### src/rtl/fetch_unit.sv
// Instruction fetch stage: owns PC, program-memory request handshake and IR.
// Optional fetch watchdog with sticky FetchErr enabled by `define FETCH_TIMEOUT_EN.
module fetch_unit #(
    parameter int                     PC_WIDTH       = 8,
    parameter int                     INSTR_WIDTH    = 8,
    parameter logic [PC_WIDTH-1:0]    RESET_VECTOR   = '0,
    parameter logic [INSTR_WIDTH-1:0] NOP_OPCODE     = '0,
    parameter int                     TIMEOUT_CYCLES = 15
) (
    input  logic                   CLK,
    input  logic                   CLB,
    input  logic                   LoadIR,
    input  logic                   IncPC,
    input  logic                   LoadPC,
    input  logic                   SelPC,
    input  logic [PC_WIDTH-1:0]    RegData,
    input  logic [PC_WIDTH-1:0]    ImmData,
    output logic [PC_WIDTH-1:0]    MemAddr,
    output logic                   MemReq,
    input  logic                   MemAck,
    input  logic [INSTR_WIDTH-1:0] MemData,
    output logic [INSTR_WIDTH-1:0] Opcode,
    output logic                   OpValid,
    output logic [PC_WIDTH-1:0]    PC,
`ifdef FETCH_TIMEOUT_EN
    output logic                   FetchErr,
`endif
    output logic                   Busy
);

    localparam logic S_IDLE  = 1'b0;
    localparam logic S_FETCH = 1'b1;

    if (TIMEOUT_CYCLES < 1) begin : g_bad_timeout
        $error("TIMEOUT_CYCLES must be at least 1");
    end

    logic                   state_q, state_d;
    logic [PC_WIDTH-1:0]    pc_q, pc_d;
    logic [PC_WIDTH-1:0]    addr_q, addr_d;
    logic                   req_q, req_d;
    logic                   busy_q, busy_d;
    logic [INSTR_WIDTH-1:0] ir_q, ir_d;
    logic                   opv_q, opv_d;
    logic [PC_WIDTH-1:0]    pc_inc;
    logic [PC_WIDTH-1:0]    pc_next;

`ifdef FETCH_TIMEOUT_EN
    localparam int WD_W = $clog2(TIMEOUT_CYCLES + 1);

    logic [WD_W-1:0] wdog_q, wdog_d;
    logic [WD_W-1:0] wdog_inc;
    logic            err_q, err_d;

    assign wdog_inc = wdog_q + WD_W'(1);
`endif

    assign pc_inc = pc_q + PC_WIDTH'(1);

    always_comb begin
        pc_next = pc_q;
        if (LoadPC) begin
            pc_next = SelPC ? ImmData : RegData;
        end else if (IncPC) begin
            pc_next = pc_inc;
        end
    end

    always_comb begin
        state_d = state_q;
        pc_d    = pc_q;
        addr_d  = addr_q;
        req_d   = req_q;
        busy_d  = busy_q;
        ir_d    = ir_q;
        opv_d   = opv_q;
`ifdef FETCH_TIMEOUT_EN
        wdog_d  = wdog_q;
        err_d   = err_q;
`endif
        unique case (state_q)
            S_IDLE: begin
                // Address follows next-PC so a same-cycle jump or
                // increment is what gets fetched.
                pc_d   = pc_next;
                addr_d = pc_next;
                if (LoadIR) begin
                    state_d = S_FETCH;
                    req_d   = 1'b1;
                    busy_d  = 1'b1;
                    opv_d   = 1'b0;
`ifdef FETCH_TIMEOUT_EN
                    wdog_d  = '0;
`endif
                end
            end
            S_FETCH: begin
                if (MemAck) begin
                    state_d = S_IDLE;
                    ir_d    = MemData;
                    opv_d   = 1'b1;
                    pc_d    = pc_inc;
                    addr_d  = pc_inc;
                    req_d   = 1'b0;
                    busy_d  = 1'b0;
`ifdef FETCH_TIMEOUT_EN
                end else if (wdog_inc == WD_W'(TIMEOUT_CYCLES)) begin
                    // Abort: hand the controller a NOP, leave PC alone.
                    state_d = S_IDLE;
                    ir_d    = NOP_OPCODE;
                    opv_d   = 1'b1;
                    req_d   = 1'b0;
                    busy_d  = 1'b0;
                    err_d   = 1'b1;
                end else begin
                    wdog_d  = wdog_inc;
`endif
                end
            end
            default: begin
                state_d = S_IDLE;
            end
        endcase
    end

    always_ff @(posedge CLK or negedge CLB) begin
        if (!CLB) begin
            state_q <= S_IDLE;
            pc_q    <= RESET_VECTOR;
            addr_q  <= RESET_VECTOR;
            req_q   <= 1'b0;
            busy_q  <= 1'b0;
            ir_q    <= NOP_OPCODE;
            opv_q   <= 1'b0;
        end else begin
            state_q <= state_d;
            pc_q    <= pc_d;
            addr_q  <= addr_d;
            req_q   <= req_d;
            busy_q  <= busy_d;
            ir_q    <= ir_d;
            opv_q   <= opv_d;
        end
    end

`ifdef FETCH_TIMEOUT_EN
    always_ff @(posedge CLK or negedge CLB) begin
        if (!CLB) begin
            wdog_q <= '0;
            err_q  <= 1'b0;
        end else begin
            wdog_q <= wdog_d;
            err_q  <= err_d;
        end
    end

    assign FetchErr = err_q;
`endif

    assign MemAddr = addr_q;
    assign MemReq  = req_q;
    assign Busy    = busy_q;
    assign Opcode  = ir_q;
    assign OpValid = opv_q;
    assign PC      = pc_q;

endmodule

### config.mk
export PLATFORM = sky130hd
export DESIGN_NAME = fetch_unit
export DESIGN_NICKNAME = d
export VERILOG_FILES = /design/src/rtl/fetch_unit.sv
export SDC_FILE = /design/constraint.sdc
export NUM_CORES = 1
export LEC_CHECK = 0
export BUFFER_PORTS_ARGS = -buffer_cell sky130_fd_sc_hd__buf_2
export CAP_MARGIN = 20
export CORE_MARGIN = 2
export CORE_UTILIZATION = 46
export DETAILED_ROUTE_END_ITERATION = 8
export HOLD_SLACK_MARGIN = 0.02
export PLACE_DENSITY_LB_ADDON = 0.08
export SYNTH_ARGS = -nofsm -noshare
export SYNTH_HDL_FRONTEND = slang
export SYNTH_SLANG_ARGS = --single-unit
### constraint.sdc
create_clock -name CLK -period 3.1 [get_ports CLK]
set_clock_uncertainty 0.2 [all_clocks]
set_input_delay 0.155 -clock CLK [delete_from_list [all_inputs] [get_ports CLK]]
set_output_delay 0.155 -clock CLK [all_outputs]
set_load 0.1 [all_outputs]
Yosys cells after proc, flatten, opt, wreduce, memory -nomap -nowiden
Index checks and enable logic that the tools add are counted.
{ "word_totals": {"romBits": 0, "ff_bits": 19, "n_memories": 0, "latchBits": 0, "wordCells": 27, "out_inout_bits": 27, "mem_bits_rw": 0, "in_bits": 31} }
{ "classes": {"mux": 14, "shift": 0, "reduce_logical": 3, "magnitude_cmp": 0, "eq_ne": 3, "n_mul": 0, "div_mod_pow": 0, "addsub": 1, "bitwise_logic": 1} }
{ "op_table": {"columns": ["op", "count"], "rows": [
  ["8-bit 2-to-1 mux", 4],
  ["8-bit case mux with 2 select lines", 1],
  ["8-bit by 1-bit adder with 8-bit output, second input constant", 1],
  ["1-bit 2-to-1 mux", 6],
  ["1-bit case mux with 2 select lines", 3],
  ["2-bit AND reduction", 3],
  ["2-bit != test, second input constant", 2],
  ["3-bit != test, second input constant", 1],
  ["1-bit NOT", 1]
]} }

Depth between registers and ports, before layout
Gate-level depths: netlist of the first run.
{ "logic_depth": {"depth_word": 4, "ltp_mapped": 5, "ltp_nobuf": 4} }

Least setup slack after synthesis of the first run
Ideal clock, no wire load.
{ "synth_timing": {"path_kind": "register to register", "from": "reg MemAddr[2] (netlist name)", "to": "reg addr_q[7], in the netlist MemAddr[7]", "arrival_ps": 1771, "required_ps": 2822, "period_less_slack_ps": 2048, "path_buffers": 0, "stages_incl_launch_ff": 5, "setup_time_ps": 78, "setup_slack_ps": 1052, "cell_sequence": "dfrtp_1 > and4_1 > nand4_1 > xor2_1 > a21oi_1"} }
{ "synth_lines": {"columns": ["item", "line", "rtl"], "rows": [
  ["end signal, assigned", "138", "addr_q <= addr_d;"],
  ["end, declared", "40", "logic [PC_WIDTH-1:0] addr_q, addr_d;"]
]} }

Worst setup path after layout of the first run
{ "layout_timing": {"from": "in RegData[0]", "to": "reg addr_q[0], in the netlist MemAddr[0]"} }
{ "layout_via": {"elab_chain_cells": 3} }
{ "layout_rtl": {"columns": ["item", "line", "rtl"], "rows": [
  ["start, declared", "16", "input logic [PC_WIDTH-1:0] RegData,"],
  ["8-bit 2-to-1 mux", "63", "pc_next = SelPC ? ImmData : RegData;"],
  ["8-bit 2-to-1 mux", "62", "if (LoadPC) begin"],
  ["8-bit case mux with 2 select lines", "81", "unique case (state_q)"]
]} }
No other way between the ends.
A chain may end at the register's enable or synchronous reset.

==> results of run 1 <==
sequential cells by signal, indices dropped and copies added, names as in the netlist:
name	flops
Busy	1
MemAddr	8
OpValid	1
Opcode	8
state_q	1
worst max-delay path, cell delays in order:
cell and delay, ns:
dlygate4sd3_1 0.54, buf_2 0.12, mux2i_1 0.14, dlygate4sd3_1 0.58, o21ai_0 0.08
metrics by stage:
| step | utilization (%) | setup slack [ns] | area, sq um | hold slack, ns |
|---|---|---|---|---|
| finish | 73.6 | 1.44 | 1470 | 0.0362 |
| global route | 73.6 | 1.29 | 1470 | 0.0577 |
| CTS | 73.6 | 1.48 | 1470 | 0.0273 |
| detailed placement | 61.7 | 1.49 | 1230 | -0.0784 |
| global placement | 61.7 | 1.53 | 1230 | -0.0797 |
| floorplan | - | 1.05 | 998 | -0.341 |
synth_stat cells, drive strengths merged, types with 2 or more instances:
library cell | n | area (sq um)
a211oi | 7 | 52.6
o21ai | 3 | 15.0
nand3 | 3 | 15.0
nor2b | 7 | 43.8
mux2i | 2 | 20.0
nand4 | 2 | 12.5
nand2 | 3 | 11.3
mux2 | 9 | 105
a21oi | 7 | 38.8
xor2 | 7 | 61.3
dfrtp | 19 | 475
inv | 2 | 7.51
buf | 11 | 77.6
cell families after synthesis:
family / count (synthesis) / synth area share [%]
AND/OR/NAND/NOR: 20 / 11.4
buffers and inverters: 14 / 9.02
adder cells (fa/ha/maj): 1 / 1.25
XOR/XNOR: 7 / 6.14
AO/OA/AOI/OAI: 19 / 12.0
multiplexers: 11 / 12.5
flip-flops: 19 / 47.6
cell type report:
cell class | count | area (sq um)
clock buffers | 3 | 22.5
well taps | 27 | 33.8
repair buffers | 78 | 495
flip-flops and latches | 19 | 475
inverters | 2 | 7.51
multi-input cells | 58 | 433
fillers | 164 | 529
clock inverters | 1 | 5.00
how the worst max path moves through the flow:
stage	startpoint	end	slack [ns]	depth (start not counted)
after floorplan	MemAddr[2]	MemAddr[7]	1.05	4
after global placement	state_q	MemAddr[4]	1.53	3
after detailed placement	state_q	MemAddr[4]	1.49	3
after CTS	state_q	MemAddr[4]	1.48	3
after global routing	state_q	MemAddr[2]	1.29	3
final	RegData[0]	MemAddr[0]	1.44	5
routing by layer:
metal	vias to the layer above	wire, microns
li1	454	-
met1	431	973
met2	30	1220
met3	0	117
met4	0	0
met5	-	0
==> results.toml, run 1 <==
[synth]
syn_nets = 123
ys.flop_type = "dfrtp_1"
synth_edf_count = 0
synth-seq-area-share_pct = 47.6
yosys.cell_types.count = 25
synth_area_sq_um = 998
ys_seq_elements = 19
syn_inst = 91
synth.avg_cell_area_sq_um = 11.0
yosys_warnings = 0
async_reset_ff_share_pct = 100

[clocking]
hold_buffers = 21
clk_pin_slew_ns = 0.11
post_cts_resized = 0
cts_tree = "done"
cts_buffers = 3
htreeDepth = 1
cts_sinks = 19
cts-root-buf = "clkbuf_4"
clk_latency_ns = 0.29
post_cts_buffers = 0
clockBufferDepth = 2

[critical_path]
start_kind = "input pin"
rr_endpoint = "MemAddr[4]"
path_class = "in2reg"
arrival_ns = 1.62
path_max_fanout = 1
reg2reg_depth = 3
cp.required_ns = 3.06
rrSetupSlack_ns = 1.46
worst_setup_path_end_kind = "register"
timing.rr.start = "state_q"

[hold_path]
min_to = "MemAddr[4]"
hold_class = "in2reg"
min_path_cells = 4
worstHoldStart = "RegData[4]"

[cells_and_area]
antenna_cells = 0
most-common-layout-cells = "buf_2, dlygate4sd3_1, dfrtp_1, mux2_2"
fin_nets = 194
fin_cells = 188
syn_to_final_growth_pct = 47.5
final_common_cell = "buf_2"
drive_gt1_share_pct = 44.1

[grt]
grt_remaining_overflow = 0
global_route.usage.met2_pct = 36.6
met3_usage_pct = 2.68
grt_max_degree = 20
use_met1_pct = 23.8
busiest_layer = "met2"
grt_pass1_wl_microns = 3830
grt_use_total_pct = 19.9
grt_pass1_vias = 906
antenna_found_initial = 0

[placement]
place_congestion = 0.752
placed_cells = 163
dp_hpwl_microns = 1560
port_buffers = 57

[routing]
dr_total_vias = 915
first_pass_iters = 6
finalWirelength_microns = 2310
initialDrtViolationCount = 3
post_drt_wl_per_cell_microns = 12.3
antenna_left = 0
drc = 0
viasPerCell = 4.87

[floorplan]
rows = 16
chipWidth_microns = 50.6
die_h_microns = 50.6
initial_core_util_pct = 49.9
die_area_sq_um = 2560
pin_count = 58
core_sq_um = 2000

[sta]
timing.fmax_mhz = 603
rsz0062_at_grt = "false"
slew_violations = 0
worstMarginPinSlew_ns = 0.592
finalHoldViolations = 0
fin_tns_setup_ns = 0
setup_viol = 0
finalCritPeriodShare_pct = 53.5
maxSlewHeadroom_pct = 60.5
final.min_clock_period_ns = 1.66

[run]
max_cap_viol_count = 0

[run_status]
status = "finished clean"
Power of run 1 is left out: the tool's default activity adds up to more than one toggle a clock period on the data nets, which glitch-free logic cannot reach.
==> inputs of run 2 (changes only) <==
--- a/config.mk
+++ b/config.mk
@@ -8,7 +8,7 @@
 export BUFFER_PORTS_ARGS = -buffer_cell sky130_fd_sc_hd__buf_2
 export CAP_MARGIN = 20
 export CORE_MARGIN = 2
-export CORE_UTILIZATION = 46
+export CORE_UTILIZATION = 38
 export DETAILED_ROUTE_END_ITERATION = 8
 export HOLD_SLACK_MARGIN = 0.02
 export PLACE_DENSITY_LB_ADDON = 0.08
==> constraint.sdc (replaced) <==
create_clock -name CLK -period 1.45 [get_ports CLK]
set_clock_uncertainty 0.2 [all_clocks]
set_input_delay 0.0725 -clock CLK [delete_from_list [all_inputs] [get_ports CLK]]
set_output_delay 0.0725 -clock CLK [all_outputs]
set_load 0.1 [all_outputs]
==> results.toml, run 2 (synthesized netlist as in run 1, its figures left out) <==
[floorplan]
die_area_sq_um = 3050
rows = 18
die_h_microns = 55.3
initial_core_util_pct = 40.3
chipWidth_microns = 55.3
pin_count = 58
core_sq_um = 2480

[grt]
grt_use_total_pct = 18.9
grt_max_degree = 20
antenna_found_initial = 0
busiest_layer = "met2"
use_met1_pct = 23.2
met3_usage_pct = 3.04
global_route.usage.met2_pct = 33.8
grt_pass1_vias = 960
grt_pass1_wl_microns = 4560
grt_remaining_overflow = 0

[routing]
dr_total_vias = 1014
finalWirelength_microns = 2730
antenna_left = 0
viasPerCell = 4.90
post_drt_wl_per_cell_microns = 13.2
first_pass_iters = 4
initialDrtViolationCount = 18
drc = 0

[cells_and_area]
fin_cells = 207
most-common-layout-cells = "buf_2, dlygate4sd3_1, dfrtp_2, buf_4, clkbuf_4"
drive_gt1_share_pct = 59.9
syn_to_final_growth_pct = 84.2
final_common_cell = "buf_2"
fill_cells = 184
antenna_cells = 0
fin_nets = 210

[critical_path]
path_class = "in2reg"
crit_path_start = "MemAck"
slowest_stage = "dlygate4sd3_1"
start_kind = "input pin"
cp.required_ns = 1.44
path_cells = "dlygate4sd3_1 > buf_2 > mux2_4 > buf_4 > mux2i_1 > a21oi_1"
arrival_ns = 1.45
crit_buf_inv = 3
critical-path-top-delay-family = "buffers and inverters"
reg2reg_depth = 4
rrSetupSlack_ns = 0
rr_endpoint = "MemAddr[1]"
worst_setup_path_end_kind = "register"
timing.rr.start = "state_q"
cp_slowest_stage_delay_ns = 0.54
path_max_fanout = 8

[placement]
port_buffers = 57
placed_cells = 173
dp_hpwl_microns = 1790
place_congestion = 0.692

[sta]
finalCritPeriodShare_pct = 100
timing.fmax_mhz = 687
slew_violations = 0
final.min_clock_period_ns = 1.46
rsz0062_at_grt = "true"
finalHoldViolations = 0
maxSlewHeadroom_pct = 67.5
worstMarginPinSlew_ns = 0.491
setup_viol = 2
setup_ws_ns = -0.00591

[clocking]
cts_buffers = 3
cts_sinks = 19
clk_pin_slew_ns = 0.11
htreeDepth = 1
clockBufferDepth = 2
cts_tree = "done"
cts-root-buf = "clkbuf_4"
clk_latency_ns = 0.30

[run_status]
status = "complete, but fails checks"
violations = "negative setup slack"

[run]
max_cap_viol_count = 0

[hold_path]
hold_class = "in2async"
-- run 2: what timing repair did --
action | in CTS | in global routing
pin swaps | 2 | 12
gates cloned | 0 | 1
setup endpoints to repair | 8 | 23
hold buffers | 27 | 0
hold endpoints to repair | 38 | 0
resized for setup | 4 | 13
setup buffers | 1 | 2
-- run 2: how the worst max path moves through the flow --
stage	slack (ns)	cells after the start	endpoint
floorplan	-0.12	4	MemAddr[7]
global placement	0.02	4	MemAddr[4]
detailed placement	-0.02	4	MemAddr[4]
CTS	0.001	4	MemAddr[4]
global route	-0.05	4	MemAddr[3]
finish	-0.006	6	MemAddr[1]
-- run 2: metal layers --
layer	share of wire [%]	routed length, microns
met2	53	1450
met3	4.7	128
met4	1.9	52
met1	40	1090
met5	0	0
-- run 2: metrics by stage --
step	instance area [sq um]	setup slack [ns]	hold slack, ns	TNS, ns	util, %
2_1_floorplan	1060	-0.122	-0.423	-0.220	-
3_3_place_gp	1460	0.0165	-0.165	0	58.7
3_5_place_dp	1460	-0.0222	-0.152	-0.0222	58.7
4_1_cts	1770	0.00136	0.0452	0	71.5
5_1_grt	1840	-0.0497	0.0554	-0.290	74.2
6_report	1840	-0.00591	0.0424	-0.0102	74.2
-- run 2: worst reg2reg max path, stage by stage (launching register included) --
cell     delay [ns]
dfrtp_1        0.42
mux2_4         0.37
buf_4          0.15
mux2i_1        0.13
a21oi_1        0.08
-- run 2: cell type report --
class                           instances  area (sq um)  share of cell area (%)
Clock inverter                          1          5.00                   0.272
Inverter                                2          7.51                   0.408
Timing Repair Buffer                   94           779                    42.4
Clock buffer                            3          22.5                    1.22
Multi-Input combinational cell         58           475                    25.9
Tap cell                               30          37.5                    2.04
Sequential cell                        19           512                    27.8
Power of run 2 is left out for the same reason.
